===== src/rtl/apb4_mst_pkg.sv =====
// Shared types for the APB4 requester: FSM state encoding and the response record
// carried from the ACCESS phase to the response stream.
package apb4_mst_pkg;

  localparam int MAX_DATA_WIDTH = 32;
  localparam int STRB_WIDTH     = MAX_DATA_WIDTH / 8;

  typedef enum logic [1:0] {
    IDLE   = 2'd0,
    SETUP  = 2'd1,
    ACCESS = 2'd2,
    RESP   = 2'd3
  } state_e;

  // rdata is sized for the widest legal bus; narrower buses use the low bits.
  typedef struct packed {
    logic [MAX_DATA_WIDTH-1:0] rdata;
    logic                      err;
    logic                      tmo;
  } rsp_t;

endpackage


===== src/rtl/apb4_mst_tmo.sv =====
// Saturating wait-state counter; expired_o flags the last ACCESS cycle allowed
// before the requester abandons a slave that never raises pready.
module apb4_mst_tmo
  import apb4_mst_pkg::*;
#(
  parameter int TMO_WIDTH  = 8,
  parameter int TMO_CYCLES = 255
) (
  input  logic clk_i,
  input  logic rst_i,
  input  logic clr_i,
  input  logic en_i,
  output logic expired_o
);

  localparam logic [TMO_WIDTH-1:0] LIMIT =
    TMO_WIDTH'((TMO_CYCLES == 0) ? 0 : TMO_CYCLES - 1);

  logic [TMO_WIDTH-1:0] count_q;

  // NOTE: reset is synchronous, so it lives inside the clocked branch, not in the sensitivity list.
  always_ff @(posedge clk_i) begin
    if (rst_i) begin
      count_q <= '0;
    end else if (clr_i) begin
      count_q <= '0;
    end else if (en_i && (count_q != '1)) begin
      count_q <= count_q + 1'b1;
    end
  end

  // A zero cycle budget disables the abort entirely.
  assign expired_o = (TMO_CYCLES != 0) && (count_q == LIMIT);

endmodule


===== src/rtl/apb4_mst.sv =====
// APB4 requester: turns one valid/ready command into one SETUP/ACCESS transfer and
// returns read data plus error/timeout status on a valid/ready response stream.
module apb4_mst
  import apb4_mst_pkg::*;
#(
  parameter int ADDR_WIDTH = 32,
  parameter int DATA_WIDTH = 32,
  parameter int TMO_WIDTH  = 8,
  parameter int TMO_CYCLES = 255
) (
  input  logic                    clk_i,
  input  logic                    rst_i,
  input  logic                    cmd_valid_i,
  output logic                    cmd_ready_o,
  input  logic                    cmd_write_i,
  input  logic [ADDR_WIDTH-1:0]   cmd_addr_i,
  input  logic [DATA_WIDTH-1:0]   cmd_wdata_i,
  input  logic [DATA_WIDTH/8-1:0] cmd_strb_i,
  input  logic [2:0]              cmd_prot_i,
  output logic                    rsp_valid_o,
  input  logic                    rsp_ready_i,
  output logic [DATA_WIDTH-1:0]   rsp_rdata_o,
  output logic                    rsp_err_o,
  output logic                    rsp_tmo_o,
  output logic [ADDR_WIDTH-1:0]   paddr_o,
  output logic [2:0]              pprot_o,
  output logic                    psel_o,
  output logic                    penable_o,
  output logic                    pwrite_o,
  output logic [DATA_WIDTH-1:0]   pwdata_o,
  output logic [DATA_WIDTH/8-1:0] pstrb_o,
  input  logic                    pready_i,
  input  logic [DATA_WIDTH-1:0]   prdata_i,
  input  logic                    pslverr_i
);

  state_e state_q, state_d;
  rsp_t   rsp_q, rsp_d;
  logic   tmo_clr, tmo_en, tmo_expired;

  logic                    psel_q, penable_q, pwrite_q;
  logic [ADDR_WIDTH-1:0]   paddr_q;
  logic [2:0]              pprot_q;
  logic [DATA_WIDTH-1:0]   pwdata_q;
  logic [DATA_WIDTH/8-1:0] pstrb_q;

  apb4_mst_tmo #(
    .TMO_WIDTH (TMO_WIDTH),
    .TMO_CYCLES(TMO_CYCLES)
  ) u_tmo (
    .clk_i    (clk_i),
    .rst_i    (rst_i),
    .clr_i    (tmo_clr),
    .en_i     (tmo_en),
    .expired_o(tmo_expired)
  );

  // NOTE: every signal gets a default before the case so no path can infer a latch.
  always_comb begin
    state_d = state_q;
    rsp_d   = rsp_q;
    tmo_clr = 1'b0;
    tmo_en  = 1'b0;
    unique case (state_q)
      IDLE: begin
        if (cmd_valid_i) state_d = SETUP;
      end
      SETUP: begin
        tmo_clr = 1'b1;
        state_d = ACCESS;
      end
      ACCESS: begin
        if (pready_i) begin
          rsp_d.rdata = pwrite_q ? '0 : MAX_DATA_WIDTH'(prdata_i);
          rsp_d.err   = pslverr_i;
          rsp_d.tmo   = 1'b0;
          state_d     = RESP;
        end else if (tmo_expired) begin
          rsp_d.rdata = '0;
          rsp_d.err   = 1'b1;
          rsp_d.tmo   = 1'b1;
          state_d     = RESP;
        end else begin
          tmo_en = 1'b1;
        end
      end
      RESP: begin
        if (rsp_ready_i) state_d = IDLE;
      end
      default: state_d = IDLE;
    endcase
  end

  // NOTE: sequential state uses non-blocking assignments so all flops update together.
  always_ff @(posedge clk_i) begin
    if (rst_i) begin
      state_q   <= IDLE;
      rsp_q     <= '0;
      psel_q    <= 1'b0;
      penable_q <= 1'b0;
      pwrite_q  <= 1'b0;
      paddr_q   <= '0;
      pprot_q   <= '0;
      pwdata_q  <= '0;
      pstrb_q   <= '0;
    end else begin
      state_q   <= state_d;
      rsp_q     <= rsp_d;
      // Bus controls follow the next state so they are flop outputs, not decodes.
      psel_q    <= (state_d == SETUP) || (state_d == ACCESS);
      penable_q <= (state_d == ACCESS);
      if ((state_q == IDLE) && cmd_valid_i) begin
        pwrite_q <= cmd_write_i;
        paddr_q  <= cmd_addr_i;
        pprot_q  <= cmd_prot_i;
        pwdata_q <= cmd_write_i ? cmd_wdata_i : '0;
        pstrb_q  <= cmd_write_i ? cmd_strb_i  : '0;
      end
    end
  end

  assign cmd_ready_o = (state_q == IDLE) && !rst_i;

  assign psel_o    = psel_q;
  assign penable_o = penable_q;
  assign pwrite_o  = pwrite_q;
  assign paddr_o   = paddr_q;
  assign pprot_o   = pprot_q;
  assign pwdata_o  = pwdata_q;
  assign pstrb_o   = pstrb_q;

  assign rsp_valid_o = (state_q == RESP);
  assign rsp_rdata_o = rsp_q.rdata[DATA_WIDTH-1:0];
  assign rsp_err_o   = rsp_q.err;
  assign rsp_tmo_o   = rsp_q.tmo;

endmodule


===== config.mk =====
export PLATFORM = sky130hd
export DESIGN_NAME = apb4_mst
export DESIGN_NICKNAME = d
export VERILOG_FILES = /design/src/rtl/apb4_mst_pkg.sv /design/src/rtl/apb4_mst_tmo.sv /design/src/rtl/apb4_mst.sv
export SDC_FILE = /design/constraint.sdc
export NUM_CORES = 1
export LEC_CHECK = 0
export CORE_AREA = 2 2 102 124
export CTS_BUF_LIST = sky130_fd_sc_hd__clkbuf_4 sky130_fd_sc_hd__clkbuf_8
export CTS_CLUSTER_SIZE = 24
export DETAILED_ROUTE_END_ITERATION = 10
export DIE_AREA = 0 0 104 126
export PLACE_DENSITY = 0.77
export SETUP_SLACK_MARGIN = 0.02
export SYNTH_ARGS = -nofsm -noshare
export SYNTH_HDL_FRONTEND = slang
export SYNTH_SLANG_ARGS = --single-unit

===== constraint.sdc =====
create_clock -name clk_i -period 1.8 [get_ports clk_i]
set_clock_uncertainty 0.1 [all_clocks]
set_input_delay 0.36 -clock clk_i [delete_from_list [all_inputs] [get_ports clk_i]]
set_output_delay 0.36 -clock clk_i [all_outputs]
set_load 0.02 [all_outputs]

==> key figures, run 1 <==
Clock tree
  • CTS tree: yes
  • Post-CTS Hold Buffers: 0
  • Root Buffer: clkbuf_8
  • Worst-Skew Late Latency: 0.41 ns
  • CTS H-tree depth: 4
  • Longest Clk Path Bufs: 2
  • CTS Buf Count: 17
  • Worst-path clk slew: 0.07 ns
  • Clock Sinks: 118

Layout
  • Nets: 873
  • Diodes inserted: 0
  • Finished Layout Cells: 934
  • Share of post-route cells with drive strength above 1: 0.106
  • Fillers: 1087
  • Fin util: 0.607
  • Post-route cell area: 7220 µm²
  • Area growth from synthesis to layout: 66.4%

Worst setup path
  • Nature of the critical path startpoint: flip-flop
  • CP required: 2.01 ns
  • Crit-path max FO: 33
  • Nature of the critical path endpoint: flip-flop
  • Crit path kind: flip-flop to flip-flop
  • Crit path DAT: 1.94 ns
  • R2R Setup Slk: 0.07 ns

Detailed routing
  • Antenna viol nets, final: 0
  • Via density: 4.87
  • Drt pass-1 iters: 4
  • WL final: 13200 µm
  • Routed wire length per instance: 14.1 µm
  • Initial DRC Count: 140
  • Final routed DRC violation total: 0
  • Vias post-DR: 4548

Floorplanning
  • Top Ports: 220
  • Initial core utilization: 0.365
  • Die height: 126 µm
  • Core Area: 11900 µm²
  • Row count: 44
  • Die Area: 13100 µm²
  • Die W: 104 µm

STA
  • Worst slew pin tran: 0.557 ns
  • Tmin final: 1.73 ns
  • Max Fclk: 578 MHz
  • Setup TNS Final: 0 ns
  • Final setup vio count: 0
  • RSZ-0062 raised after global routing: true
  • Fin crit share: 0.962
  • Max-slew violations: 0
  • Max_slew headroom: 0.626
  • Final Hold Fails: 0

Synthesis
  • Synthesized area per cell: 8.12 µm²
  • Post-synthesis sequential area ratio: 0.545
  • Yosys reg bits: 118
  • Area leader, netlist: dfxtp_1
  • Mapped Nets: 647
  • Netlist cell types: 36
  • Cell area after synthesis: 4340 µm²
  • Synth warn: 0
  • Cell count after synthesis: 534
  • Post-synth top area share: 0.545
  • Top cells by area, synth: dfxtp_1 54%, a21oi_1 13%, nand2_1 12%

Global route
  • Antenna violations before repair: 0
  • M2 GR Usage: 0.354
  • First-pass GRT wire length: 21400 µm
  • Busiest metal layer after global routing: met2
  • GR Layer Usage met1: 0.212
  • Largest net degree at the start of global routing: 109
  • GR Layer Usage met3: 0.0751
  • Total GRT Usage: 0.198
  • Vias in the first global route: 4520
  • GRT overflow: 0

Pwr
  • Maximum vdd drop: 0.546 mV
  • Combinational share of power: 0.171
  • Switching pwr: 1700 µW
  • Pwr dens: 889 nW/µm²
  • Total leakage power: 0.00310 µW
  • Power, Total: 6420 µW
  • Internal power: 4720 µW
  • Clock group share of total power: 0.391
  • Sw Ratio: 0.265
  • Flop pwr share: 0.437

Placement
  • Placed instance area: 6820 µm²
  • GP Congestion: 0.795
  • Placed Instances: 895
  • DP HPWL: 9220 µm
  • Buffers on Ports: 219

Min path
  • Worst min-delay path class: flip-flop to flip-flop

Job
  • Max Cap Viol: 0

Outcome
  • Status: complete, no violations
[layer usage]
metal	wire length [µm]	vias to the layer above	share of wire
li1	-	2249	-
met1	5280	2105	0.40
met2	6730	173	0.51
met3	951	21	0.072
met4	223	0	0.017
met5	0	-	0
[stage by stage]
step	hold WS, ns	setup slack, ns
6_report	0.346	0.0691
5_1_grt	0.359	-0.00575
4_1_cts	0.344	0.0269
3_5_place_dp	0.344	-0.145
3_3_place_gp	0.338	-0.115
2_1_floorplan	0.367	0.0446
[power groups by stage]
stage,logic [µW],clock network (µW),registers (µW)
floorplan,359,0,3020
global placement,1140,0,2860
detailed placement,1160,0,2870
CTS,1090,2580,2800
global route,1190,2700,2820
finish,1100,2510,2810
[state kept, by name (all words and copies together), names as in the netlist]
| name | count |
|---|---|
| paddr_o | 32 |
| pwdata_o | 32 |
| rsp_rdata_o | 32 |
| u_tmo.count_q | 8 |
| pstrb_o | 4 |
| pprot_o | 3 |
| state_q | 2 |
| penable_o | 1 |
| psel_o | 1 |
| pwrite_o | 1 |
| rsp_err_o | 1 |
| rsp_tmo_o | 1 |
[logic make-up after synthesis]
| kind of cell | synth area share |
|---|---|
| AND/OR/NAND/NOR | 0.206 |
| AO/OA/AOI/OAI | 0.187 |
| flip-flops | 0.545 |
| buffers and inverters | 0.0433 |
| XOR/XNOR | 0.0101 |
| adder cells (fa/ha/maj) | 0.00866 |
[critical path, cell delays in order (launching register included)]
cell	delay, ns
dfxtp_2	0.34
inv_2	0.06
ha_4	0.16
and4_4	0.19
buf_4	0.13
a21oi_2	0.17
buf_12	0.18
nor2_1	0.06
o221a_2	0.23
[layout by cell type, fill, tap and decap left out, types with 3 or more instances in the layout]
master             n
a21oi_1          108
and2_1             3
buf_12             7
buf_4             21
bufinv_16          3
clkbuf_8          19
clkdlybuf4s50_1  108
clkinv_2           4
dfxtp_1          115
dfxtp_2            3
dlygate4sd2_1    108
inv_1              3
nand2_1          143
nand3_1           37
nor2_1             9
o211ai_1           3
o21ai_0           33
xor2_1             4
[timing repair]
| item | CTS | global route |
|---|---|---|
| cloned | 0 | 1 |
| buffers inserted | 2 | 4 |
| gates resized for setup | 118 | 8 |
| setup endpoints to repair | 114 | 16 |
| pin swaps | 2 | 7 |
[cell usage after synthesis, drive strengths merged]
library cell / count
a211o: 1
a21oi: 109
a31oi: 1
and2: 5
and3: 2
and4: 1
buf: 13
clkbuf: 28
dfxtp: 118
ha: 3
inv: 4
nand2: 144
nand2b: 1
nand3: 37
nand3b: 1
nand4: 1
nor2: 10
nor2b: 1
nor3: 1
nor3b: 1
nor4: 1
o2111ai: 2
o211a: 1
o211ai: 3
o21ai: 36
o221a: 1
or2: 1
or3: 2
xnor2: 1
xor2: 4
[final cells by class]
class | instances | area, µm² | area share
repair buffers | 248 | 2380 | 0.330
well taps | 161 | 201 | 0.0279
clock buffers | 20 | 269 | 0.0373
inverters | 4 | 15.0 | 0.00208
multi-input cells | 371 | 1830 | 0.254
clock inverters | 12 | 151 | 0.0210
flip-flops and latches | 118 | 2370 | 0.328
[worst paths after layout]
| kind | end | startpoint | depth (start not counted) |
|---|---|---|---|
| setup / recovery | rsp_err_o | u_tmo.count_q[0] | 8 |
| hold / removal | pwdata_o[12] | pwdata_o[12] | 2 |
| setup reg to reg | rsp_err_o | u_tmo.count_q[0] | 8 |
| hold reg to reg | pwdata_o[12] | pwdata_o[12] | 2 |
(Power assumes the default switching activity.)
==> run 2: changes to the inputs <==
Settings changed: GPL_TIMING_DRIVEN from default to 0.
==> run 2 against run 1 <==
Compared with the run above:
- the run now ends with negative setup slack left
- utilization decreased by 0.38 points
- register-to-register slack got worse by 0.07 ns
- die area unchanged
- global-route usage grew 1.3 points
- cell area fell by 0.62%
- first-iteration DRC count rose by 19%
- critical path depth decreased by 3
- sequential cell count unchanged
- largest cell class is now sequential cells
==> key figures, run 2 (synthesis results as in run 1) <==
Outcome
  • Status: finished, violations left
  • Failing checks: negative setup slack

Min path
  • Worst min-delay path class: primary input to flip-flop
  • Hold Path Depth: 3 (+1)

Global route
  • First-pass GRT wire length: 22400 µm (+4.6%)
  • Largest net degree at the start of global routing: 20 (-82%)
  • GRT overflow: 0 (unchanged)
  • Vias in the first global route: 4698 (+3.9%)
  • Antenna violations before repair: 0 (unchanged)
  • Total GRT Usage: 0.211 (+0.0134)

Clock tree
  • Worst-path clk slew: 0.07 ns (about the same)
  • CTS tree: yes
  • Longest Clk Path Bufs: 2 (unchanged)
  • Worst-Skew Late Latency: 0.43 ns (+0.02 ns)
  • CTS Buf Count: 17 (unchanged)
  • Clock Sinks: 118 (unchanged)
  • Root Buffer: clkbuf_8
  • Post-CTS Hold Buffers: 0 (unchanged)
  • CTS H-tree depth: 4 (unchanged)

Floorplanning
  • Initial core utilization: 0.365 (unchanged)
  • Die height: 126 µm (unchanged)
  • Top Ports: 220 (unchanged)
  • Die W: 104 µm (unchanged)
  • Row count: 44 (unchanged)
  • Die Area: 13100 µm² (unchanged)
  • Core Area: 11900 µm² (unchanged)

Worst setup path
  • Worst path depth: 5 (-3)
  • Crit path kind: flip-flop to flip-flop
  • Worst path bufs/invs: 0 (-3)
  • Nature of the critical path startpoint: flip-flop
  • CP cell instances: ha_1, o211ai_1, o2111ai_2, or3_1, a21oi_1
  • Worst R2R Path Depth: 5 (-3)
  • Crit path DAT: 2.06 ns (+0.12 ns)
  • Nature of the critical path endpoint: flip-flop
  • CP top delay family: compound AO/OA/AOI/OAI gates
  • Critical-path top delay cell: o211ai_1
  • CP max stage delay: 0.37 ns (+0.03 ns)
  • Crit-path max FO: 5 (-85%)
  • CP required: 2.06 ns (+0.05 ns)

Placement
  • DP HPWL: 10400 µm (+13%)
  • GP Congestion: 0.810 (+1.8%)
  • Buffers on Ports: 217 (-0.91%)
  • Setup slack at placement: -0.745 ns (-0.600 ns)

Pwr
  • Internal power: 4890 µW (+3.7%)
  • Switching pwr: 1680 µW (-1.4%)
  • Combinational share of power: 0.165 (-0.006)
  • Total leakage power: 0.00311 µW (+0.27%)
  • Power, Total: 6570 µW (+2.4%)
  • Sw Ratio: 0.255 (-0.00967)
  • Pwr dens: 916 nW/µm² (+3.0%)
  • Maximum vdd drop: 0.722 mV (+32%)
  • Clock group share of total power: 0.408 (+0.017)
  • Flop pwr share: 0.427 (-0.010)

Layout
  • Share of post-route cells with drive strength above 1: 0.104 (-0.00241)
  • Most frequent cells in the layout: 143 x nand2_1, 115 x dfxtp_1, 108 x a21oi_1, 108 x dlygate4sd2_1, 107 x clkdlybuf4s50_1
  • Nets: 891 (+2.1%)
  • Fin util: 0.603 (-0.00379)
  • Fillers: 1085 (-0.18%)
  • Diodes inserted: 0 (unchanged)
  • Commonest non-fill, non-tap cell in the layout: nand2_1
  • Area growth from synthesis to layout: 65.4%

STA
  • Final setup vio count: 1 (+1)
  • Max_slew headroom: 0.626 (about the same)
  • Max Fclk: 554 MHz (-4.1%)
  • Tmin final: 1.80 ns (+0.0734 ns)
  • Final Hold Fails: 0 (unchanged)
  • RSZ-0062 raised after global routing: true
  • Max-slew violations: 0 (unchanged)
  • Worst slew pin tran: 0.557 ns (+0.0000129 ns)
  • Fin crit share: 1.00 (+0.0408)
  • Final setup margin: -0.00426 ns (-0.0734 ns)

Detailed routing
  • Initial DRC Count: 166 (+19%)
  • Drt pass-1 iters: 5 (+1)
  • Via density: 4.89 (+0.44%)
  • Vias post-DR: 4656 (+2.4%)
  • Routed wire length per instance: 14.6 µm (+3.7%)
  • WL final: 13900 µm (+5.7%)
  • Antenna viol nets, final: 0 (unchanged)
  • Final routed DRC violation total: 0 (unchanged)

Job
  • Max Cap Viol: 0 (unchanged)
[run 2: changes by cell type in the layout (fill, tap and decap cells not counted), moves of 2 or more]
cell,previous run,this run
clkdlybuf4s15_2,2,0
buf_2,0,8
buf_4,21,9
clkbuf_8,19,22
clkbuf_2,0,8
clkbuf_4,1,8
buf_12,7,1
clkinv_4,2,0
clkbuf_1,0,17
[run 2: area by class of cell]
cell class / instances / area, µm² / area share
clock buffer: 23 / 298 / 0.0415
multi-input combinational: 371 / 1830 / 0.255
clock inverter: 9 / 148 / 0.0206
buffer: 40 / 210 / 0.0293
timing repair buffer: 226 / 2110 / 0.294
inverter: 4 / 15.0 / 0.00209
sequential: 118 / 2370 / 0.330
tap: 161 / 201 / 0.0281
[run 2: worst register-to-register path, stage by stage, from the launching register on]
cell,delay (ns)
dfxtp_2,0.35
ha_1,0.24
o211ai_1,0.37
o2111ai_2,0.21
or3_1,0.34
a21oi_1,0.14
[run 2: power groups by stage]
stage          Sequential (µW)  Combinational [µW]  Clock (µW)
2_1_floorplan             3020                 359           0
3_3_place_gp              2860                1110           0
3_5_place_dp              2870                1130           0
4_1_cts                   2810                1070        2750
5_1_grt                   2820                1180        2850
6_report                  2810                1080        2680
[run 2: final timing paths]
check                    from                to  slack [ns]
max reg2reg  u_tmo.count_q[1]  u_tmo.count_q[7]      -0.004
max          u_tmo.count_q[1]  u_tmo.count_q[7]      -0.004
min               cmd_write_i        pstrb_o[3]        0.29
min reg2reg       paddr_o[14]       paddr_o[14]        0.35
[run 2: repair_timing]
action / 4_1_cts / 5_1_grt
gates resized for setup: 131 / 23
setup buffers: 3 / 4
pin swaps: 3 / 9
endpoints found under the setup margin: 171 / 106
cloned: 2 / 0
[run 2: metrics by stage]
stage | TNS (ns) | instances | area [µm²] | hold slack (ns)
6_report | -0.00426 | 952 | 7170 | 0.294
5_1_grt | -0.234 | 952 | 7170 | 0.313
4_1_cts | 0 | 948 | 7100 | 0.268
3_5_place_dp | -23.89 | 912 | 6710 | 0.346
3_3_place_gp | -20.40 | 912 | 6710 | 0.338
2_1_floorplan | 0 | 534 | 4340 | 0.367
[run 2: routing by layer]
layer  vias up  part of all wire  GRT usage
met1      2123              0.37      0.219
li1       2287                 -          -
met3        37             0.087     0.0776
met5         -                 0          0
met2       209              0.51      0.384
met4         0             0.030     0.0882
==> run 3: changes to the inputs <==
Settings changed: CORE_AREA 2 2 102 124 to 2 2 107 119, DIE_AREA 0 0 104 126 to 0 0 109 121.
==> run 3 against run 2 <==
Compared with the run above:
- the flow now finishes without violations
- worst hold slack lost 0.016 ns
- first-iteration DRC count up 19%
- fmax grew 4.8%
- highest routed layer unchanged
- critical path depth increased by 2
- global-route usage is essentially flat
- cell area is 2.4% lower
- clock-buffer cell count fell by 1
- clock power decreased by 25%
==> key figures, run 3 (synthesis results as in run 1) <==
STA
  • Final setup vio count: 0 (-1)
  • Hold WS: 0.278 ns (-0.0163 ns)
  • Max-slew violations: 0 (unchanged)
  • Max Fclk: 581 MHz (+4.8%)
  • Final Hold Fails: 0 (unchanged)
  • Tmin final: 1.72 ns (-0.0827 ns)
  • RSZ-0062 raised after global routing: true
  • Fin crit share: 0.956 (-0.0460)
  • Max_slew headroom: 0.622 (-0.00417)
  • Worst slew pin tran: 0.567 ns (+0.0100 ns)

Layout
  • Fin util: 0.587 (-0.0161)
  • Area growth from synthesis to layout: 61.5%
  • Nets: 887 (-0.45%)
  • Footprint of the multi-input gates: 1840 µm² (+0.55%)
  • Most frequent cells in the layout: 144 x nand2_1, 116 x dfxtp_1, 108 x a21oi_1, 108 x dlygate4sd2_1, 107 x clkdlybuf4s50_1
  • FF+latch area: 2360 µm² (about the same)
  • Diodes inserted: 0 (unchanged)
  • Fillers: 1103 (+1.7%)
  • Commonest non-fill, non-tap cell in the layout: nand2_1
  • Share of post-route cells with drive strength above 1: 0.0932 (-0.0104)

Worst setup path
  • CP required: 2.05 ns (about the same)
  • Nature of the critical path endpoint: flip-flop
  • Crit path kind: flip-flop to flip-flop
  • CP cell instances: inv_2, ha_4, and4_4, a211o_1, a31oi_2, ha_1, nor2_1
  • Nature of the critical path startpoint: flip-flop
  • Crit-path max FO: 4 (-1)
  • Crit path DAT: 1.97 ns (-0.09 ns)
  • Critical-path top delay cell: dfxtp_2
  • CP max stage delay: 0.35 ns (-0.02 ns)

Outcome
  • Status: complete, no violations

Detailed routing
  • Vias post-DR: 4623 (-0.71%)
  • Drt pass-1 iters: 5 (unchanged)
  • Final routed DRC violation total: 0 (unchanged)
  • Via density: 4.93 (+0.88%)
  • Routed wire length per instance: 14.9 µm (+2.1%)
  • Initial DRC Count: 197 (+19%)
  • Antenna viol nets, final: 0 (unchanged)
  • WL final: 14000 µm (+0.51%)

Global route
  • Antenna violations before repair: 0 (unchanged)
  • Vias in the first global route: 4534 (-3.5%)
  • First-pass GRT wire length: 21500 µm (-3.9%)
  • Total GRT Usage: 0.211 (-0.000389)
  • Largest net degree at the start of global routing: 17 (-15%)
  • GRT overflow: 0 (unchanged)

Clock tree
  • Root Buffer: clkbuf_8
  • Worst-Skew Late Latency: 0.41 ns (-0.02 ns)
  • Longest Clk Path Bufs: 2 (unchanged)
  • CTS Buf Count: 17 (unchanged)
  • CTS tree: yes
  • Post-CTS Hold Buffers: 0 (unchanged)
  • Clock Sinks: 118 (unchanged)
  • CTS H-tree depth: 4 (unchanged)
  • Worst-path clk slew: 0.07 ns (about the same)

Floorplanning
  • Top Ports: 220 (unchanged)
  • Initial core utilization: 0.363 (-0.00115)
  • Die height: 121 µm (-4.0%)
  • Die W: 109 µm (+4.8%)
  • Die Area: 13200 µm² (+0.65%)
  • Row count: 42 (-4.5%)
  • Core Area: 11900 µm² (+0.32%)

Pwr
  • Pwr dens: 842 nW/µm² (-8.0%)
  • Maximum vdd drop: 0.488 mV (-32%)
  • Total leakage power: 0.00303 µW (-2.6%)

Placement
  • DP HPWL: 10500 µm (+0.28%)
  • Buffers on Ports: 217 (unchanged)
  • GP Congestion: 0.767 (-5.2%)

Min path
  • Worst min-delay path class: primary input to flip-flop

Job
  • Max Cap Viol: 0 (unchanged)
run 3: changes by cell type in the layout (fill, tap and decap cells not counted), moves of 2 or more:
cell	before	now
bufinv_16	4	0
clkinv_2	4	6
clkbuf_2	8	6
buf_4	9	5
run 3: metal layers:
layer,track usage,part of all wire,vias up
li1,-,-,2273
met1,0.223,0.38,2142
met2,0.365,0.50,185
met3,0.0929,0.10,23
met4,0.0825,0.018,0
met5,0,0,-
run 3: final cells by class:
cell class,count,area share
clock inverters,6,0.00429
flip-flops and latches,118,0.338
repair buffers,221,0.294
plain buffers,41,0.0309
multi-input cells,371,0.262
well taps,154,0.0275
clock buffers,22,0.0415
inverters,4,0.00214
run 3: path summary, 6_finish.rpt:
path / cells after the start / from / slack [ns] / end
max: 7 / u_tmo.count_q[0] / 0.08 / psel_o
min: 3 / cmd_write_i / 0.28 / pwdata_o[0]
max reg2reg: 7 / u_tmo.count_q[0] / 0.08 / psel_o
min reg2reg: 2 / pwdata_o[17] / 0.35 / pwdata_o[17]
run 3: report_power, final:
group          leakage, µW  switching [µW]  internal (µW)
sequential        0.000962            66.7           2740
clock             0.000176             976           1050
combinational      0.00189             587            479
total              0.00303            1630           4270
run 3: repair_timing:
action,CTS,global route
gates cloned,1,0
resized for setup,135,18
setup endpoints to repair,157,105
pin swaps,3,4
buffers inserted,1,2
run 3: metrics by stage:
step | power, µW | worst slack (ns) | TNS (ns) | instances | cell area (µm²)
6_report | 5900 | 0.0784 | 0 | 937 | 7000
5_1_grt | 6190 | 0.0119 | 0 | 937 | 7000
4_1_cts | 5960 | 0.0122 | 0 | 935 | 6950
3_5_place_dp | 4000 | -0.784 | -24.44 | 905 | 6700
3_3_place_gp | 3980 | -0.788 | -20.28 | 905 | 6700
2_1_floorplan | 3380 | 0.0446 | 0 | 534 | 4340
run 3: worst max-delay path, delay by kind of cell (launching register included):
| kind | cells | cell delay (ns) |
|---|---|---|
| DFF | 1 | 0.35 |
| adders and majority gates | 2 | 0.42 |
| and+or+nand+nor | 2 | 0.28 |
| buffers and inverters | 1 | 0.05 |
| AOI/OAI and AO/OA | 2 | 0.46 |
==> patch 1, RTL diff (flow settings as in run 1) <==
Re-encode `state_e` (4 states) as one-hot, 4 bits wide.
--- a/src/rtl/apb4_mst_pkg.sv
+++ b/src/rtl/apb4_mst_pkg.sv
@@ -5,11 +5,11 @@
   localparam int MAX_DATA_WIDTH = 32;
   localparam int STRB_WIDTH     = MAX_DATA_WIDTH / 8;
 
-  typedef enum logic [1:0] {
-    IDLE   = 2'd0,
-    SETUP  = 2'd1,
-    ACCESS = 2'd2,
-    RESP   = 2'd3
+  typedef enum logic [3:0] {
+    IDLE   = 4'b0001,
+    SETUP  = 4'b0010,
+    ACCESS = 4'b0100,
+    RESP   = 4'b1000
   } state_e;
 
   // rdata is sized for the widest legal bus; narrower buses use the low bits.
Check against the original RTL: same outputs for any inputs over 10 cycles, from zero or initial values and one cycle with rst_i high; not proved beyond that.
==> patch 1 against run 1 <==
The run now ends with negative setup slack left; power fell by 6.5%; largest cell class unchanged; fmax fell by 11%; wire length rose by 7.5%; area after synthesis fell by 2.3%; via count fell by 2.9%; cell count fell by 5.4%; cell area rose by 0.62%; count of clock-buffer cells in the layout rose by 2; sequential cell count rose by 2; sequential share of layout area rose by 0.52 points; setup slack got worse by 0.22 ns.
==> patch 1: results (changes against run 1) <==
CTS:
- The insertion delay of the later-clocked pin in the worst-skew pair was 0.43 ns (was 0.41 ns).
- The number of buffers inserted to repair setup after CTS is 3 (was 2).
- The number of gates given a new drive strength after cts is 129 (was 118).

Setup path:
- The capture point of the worst reg-to-reg path was u_tmo.count_q[7] (was rsp_err_o).
- The peak per-stage delay on the critical path is 0.57 ns (was 0.34 ns).
- The slowest stage cell on the critical path is or4b_4 (was dfxtp_2).
- The worst reg2reg path startpoint is state_q[0] (was u_tmo.count_q[0]).
- The data arrival at the endpoint of the critical path is 2.21 ns (was 1.94 ns).
- The largest fanout on the critical path is 5 (was 33).

Synthesis:
- Largest cells by area after synthesis: dfxtp_1, a21oi_1, nand2_1 (unchanged).
- The fraction of the mapped netlist area in adder cells is 0.00590 (was 0.00866).
- The xor-xnor portion of the synthesized cell area is 0.00413 (was 0.0101).
- The synthesized-area fraction occupied by ao, oa, aoi and oai cells is 0.193 (was 0.187).
- The post-synthesis net count is 589 (was 647).
- The share of the yosys chip area belonging to registers was 0.567 (was 0.545).

Power:
- The maximum vdd ir drop came to 549 uV (was 546 uV).
- The static leakage power is 3.19 nW (was 3.10 nW).

Route:
- The DRC marker count from the first detailed-route iteration is 176 (was 140).
- The vias per cell came to 4.99 (was 4.87).
- The detailed-route wire length came to 14.2 mm (was 13.2 mm).
- The number of search-and-repair iterations in the first detailed-routing pass is 6 (was 4).

STA:
- The worst slew margin relative to its limit was 0.486 (was 0.626).
- The final setup slack of the worst path was -0.146 ns (was 0.0691 ns).
- The final hold slack was 0.344 ns (was 0.346 ns).
- The number of failing setup endpoints in the final timing report was 41 (was 0).

Finish:
- The post-layout net count is 822 (was 873).
- The filler-free cell count of the finished design is 884 (was 934).
- The layout cell share with drive strength beyond 1 is 0.134 (was 0.106).

Place:
- The routability-driven placement congestion ratio is 0.816 (was 0.795).
- The placed wire-length estimate after detailed placement is 9.59 mm (was 9.22 mm).
- The placed instance count is 843 (was 895).
- The post-detailed-placement cell area is 6760 um^2 (was 6820 um^2).

GRT:
- The initial antenna violation count came to 1 (was 0).
- The global-route wire length before repair is 22.1 mm (was 21.4 mm).
- The all-layer global routing usage is 0.213 (was 0.198).

Run status:
- The checks that failed: negative setup slack.
- Result of the run: complete, but fails checks (was complete, no violations).

Worst hold path:
- The startpoint of the tightest hold check path is pwdata_o[18] (was pwdata_o[12]).
- The endpoint with the worst hold slack is pwdata_o[18] (was pwdata_o[12]).
[patch 1: changes by cell type in the layout (fill, tap and decap cells not counted), sizes merged, moves of 4 or more]
cell | run 1 | this run
nand2 | 144 | 112
nor4b | 0 | 4
a22o | 0 | 32
buf | 29 | 35
o21ai | 36 | 5
a21oi | 109 | 84
[patch 1: power groups by stage]
stage,clock network [mW],registers [mW],logic [mW]
final,2.34,2.80,0.867
after global placement,0,2.85,0.877
after detailed placement,0,2.86,0.897
after CTS,2.40,2.80,0.839
after global routing,2.52,2.81,0.936
after floorplan,0,2.97,0.251
[patch 1: layer usage]
layer | track usage | part of all wire | vias up
met4 | 0.118 | 0.033 | 0
met5 | 0 | 0 | -
met1 | 0.228 | 0.38 | 2098
met2 | 0.365 | 0.52 | 158
li1 | - | - | 2123
met3 | 0.0766 | 0.069 | 35
[patch 1: worst reg2reg max path, delay by kind of cell (launching register included)]
kind            cells  cell delay (ns)
simple gates        2             1.00
flops               1             0.37
compound gates      2             0.43
[patch 1: worst max-delay path by stage]
stage / startpoint / cells after the start / to
6_report: state_q[0] / 4 / u_tmo.count_q[7]
5_1_grt: state_q[0] / 4 / u_tmo.count_q[1]
4_1_cts: state_q[3] / 2 / rsp_valid_o
3_5_place_dp: state_q[0] / 5 / u_tmo.count_q[7]
3_3_place_gp: state_q[2] / 3 / cmd_ready_o
2_1_floorplan: state_q[0] / 4 / u_tmo.count_q[7]
[patch 1: final cells by class]
type                            count  area (um^2)
Clock buffer                       22          284
Multi-Input combinational cell    317         1810
Clock inverter                      9          100
Inverter                            2         7.51
Timing Repair Buffer              252         2440
Fill cell                        1068         4630
Tap cell                          161          201
Antenna cell                        1         2.50
Sequential cell                   120         2420
==> patch 2, RTL diff (flow settings as in run 1) <==
Without the edit above. `ADDR_WIDTH`: 32 -> 48.
--- a/src/rtl/apb4_mst.sv
+++ b/src/rtl/apb4_mst.sv
@@ -3,7 +3,7 @@
 module apb4_mst
   import apb4_mst_pkg::*;
 #(
-  parameter int ADDR_WIDTH = 32,
+  parameter int ADDR_WIDTH = 48,
   parameter int DATA_WIDTH = 32,
   parameter int TMO_WIDTH  = 8,
   parameter int TMO_CYCLES = 255
Interface: changed (resized cmd_addr_i and paddr_o); port bits go from 220 to 252. The function was not compared with the original's and may differ.
==> patch 2 against run 1 <==
The flow now finishes with violations (negative setup slack); utilization up 7.3 points; area after synthesis is 13% higher; sequential power increased by 14%; sequential cell count up 16; cell area up 12%; setup slack got worse by 0.086 ns; power rose by 13%; wire length is 20% higher; critical endpoint is now rsp_rdata_o[20]; largest power group unchanged.
==> patch 2: results (changes against run 1) <==
Setup path:
- The slowest stage cell on the critical path is dfxtp_2 (unchanged).
- The peak per-stage delay on the critical path is 0.32 ns (was 0.34 ns).
- The data arrival at the endpoint of the critical path is 2.01 ns (was 1.94 ns).
- The largest fanout on the critical path is 8 (was 33).

Finish:
- The post-layout net count is 983 (was 873).
- The layout cell share with drive strength beyond 1 is 0.0901 (was 0.106).
- The number of fill cells came to 983 (was 1087).
- The final antenna diode count was 0 (unchanged).

Synthesis:
- The post-synthesis net count is 733 (was 647).
- Largest cells by area after synthesis: dfxtp_1, nand2_1, a21oi_1 (was dfxtp_1, a21oi_1, nand2_1).
- The number of library cell types mapped by synthesis is 36 (unchanged).
- The count of yosys warnings during synthesis is 0 (unchanged).
- Leading cell types by count after synthesis: nand2_1, dfxtp_1, a21oi_1 (unchanged).
- The number of instances in the synthesized netlist came to 604 (was 534).
- The share of the yosys chip area belonging to registers is 0.549 (was 0.545).

STA:
- The number of pins exceeding their max-slew limit in the final report was 0 (unchanged).
- The worst slew margin relative to its limit is 0.524 (was 0.626).
- The final setup slack of the worst path is -0.0172 ns (was 0.0691 ns).
- The number of failing setup endpoints in the final timing report is 2 (was 0).

GRT:
- The all-layer global routing usage is 0.238 (was 0.198).
- The global-route wire length before repair is 25.1 mm (was 21.4 mm).
- The via count of the first global-routing pass is 5121 (was 4520).
- The largest net degree at the start of global routing came to 125 (was 109).
- The initial antenna violation count is 0 (unchanged).

CTS:
- The number of buffers on the longest clock path is 2 (unchanged).
- The total number of H-tree levels is 4 (unchanged).
- The later pin in the worst-skew pair is clocked with a latency of between 0.4 and 0.5 ns.
- The cell at the root of the clock tree was clkbuf_8 (unchanged).

Place:
- The placed instance count came to 990 (was 895).
- The routability-driven placement congestion ratio is 0.809 (was 0.795).
- The number of buffer cells added on primary ports is 251 (was 219).
- The placed wire-length estimate after detailed placement is 10.7 mm (was 9.22 mm).

Run status:
- Result of the run: complete, but fails checks (was complete, no violations).
- The checks that failed: negative setup slack.

Power:
- The maximum vdd ir drop was 542 uV (was 546 uV).
- The switching share of total power is 0.265 (about the same).
- The static leakage power is 3.49 nW (was 3.10 nW).

Route:
- The routed wire length on met3 is 1.10 mm (was 951 um).
- The mean routed wirelength per cell is 15.4 um (was 14.1 um).
- The total vias in the final route is 5179 (was 4548).
- The length of routed wiring on met1 came to 6.08 mm (was 5.28 mm).
- The highest metal layer with signal wires is met4 (unchanged).
- The amount of wire on met2 after detailed routing came to 8.26 mm (was 6.73 mm).
- The number of search-and-repair iterations in the first detailed-routing pass is 4 (unchanged).
- The DRC marker count from the first detailed-route iteration is 275 (was 140).
- The vias per cell is 5.04 (was 4.87).
## patch 2: cell types whose count changed after synthesis, sizes merged
cell,delta
a21oi,+16
buf,+3
clkbuf,+3
dfxtp,+16
nand2,+32
## patch 2: final timing paths
kind,startpoint,to,slack (ns),depth (start not counted)
min reg2reg,pwdata_o[17],pwdata_o[17],0.35,2
max,u_tmo.count_q[0],rsp_rdata_o[20],-0.02,9
min,pwdata_o[17],pwdata_o[17],0.35,2
max reg2reg,u_tmo.count_q[0],rsp_rdata_o[20],-0.02,9
## patch 2: routing by layer
metal  vias to the layer above  track usage
met5                         -            0
met3                        28       0.0740
met2                       218        0.434
met1                      2414        0.252
li1                       2519            -
met4                         0        0.103
## patch 2: cell type report
| class | count | area [um^2] | share of cell area |
|---|---|---|---|
| sequential | 134 | 2690 | 0.332 |
| timing repair buffer | 278 | 2710 | 0.335 |
| inverter | 4 | 15.0 | 0.00186 |
| multi-input combinational | 419 | 2020 | 0.250 |
| tap | 161 | 201 | 0.0249 |
| clock inverter | 11 | 174 | 0.0215 |
| clock buffer | 20 | 275 | 0.0341 |
## patch 2: per-stage QoR
| step | setup TNS, ns | setup WS, ns | util | hold WS (ns) | cell area [um^2] |
|---|---|---|---|---|---|
| finish | -0.0320 | -0.0172 | 0.680 | 0.350 | 8080 |
| floorplan | 0 | 0.0446 | - | 0.367 | 4890 |
| detailed placement | -1.64 | -0.167 | 0.644 | 0.344 | 7650 |
| CTS | -0.0279 | -0.0279 | 0.678 | 0.343 | 8070 |
| global route | -0.917 | -0.0656 | 0.680 | 0.348 | 8080 |
| global placement | -0.710 | -0.145 | 0.644 | 0.338 | 7650 |
## patch 2: power groups by stage
stage / Clock [mW] / Sequential [mW] / Combinational (mW)
6_report: 2.77 / 3.20 / 1.28
5_1_grt: 2.96 / 3.22 / 1.38
3_5_place_dp: 0 / 3.27 / 1.35
2_1_floorplan: 0 / 3.45 / 0.419
3_3_place_gp: 0 / 3.26 / 1.33
4_1_cts: 2.84 / 3.20 / 1.28
## patch 2: cell families (layout without fill, tap and decap cells)
family | count (synthesis) | count (layout) | synth area share
compound gates | 170 | 170 | 0.183
xor+xnor | 5 | 5 | 0.00896
flops | 134 | 134 | 0.549
buf+inv | 51 | 313 | 0.0448
fa+ha+maj | 3 | 3 | 0.00768
simple gates | 241 | 241 | 0.207
## patch 2: worst max-delay path: cells and delay by family, from the launching register on
kind,cells,cell delay (ns)
AO/OA/AOI/OAI,3,0.38
adder cells (fa/ha/maj),1,0.20
buffers and inverters,4,0.45
flip-flops,1,0.32
AND/OR/NAND/NOR,1,0.23
## patch 2: repair_timing
item                       CTS  global route
pin swaps                    6             4
setup endpoints to repair  162            20
buffers inserted             3             1
cloned                       2             0
resized for setup          139             6
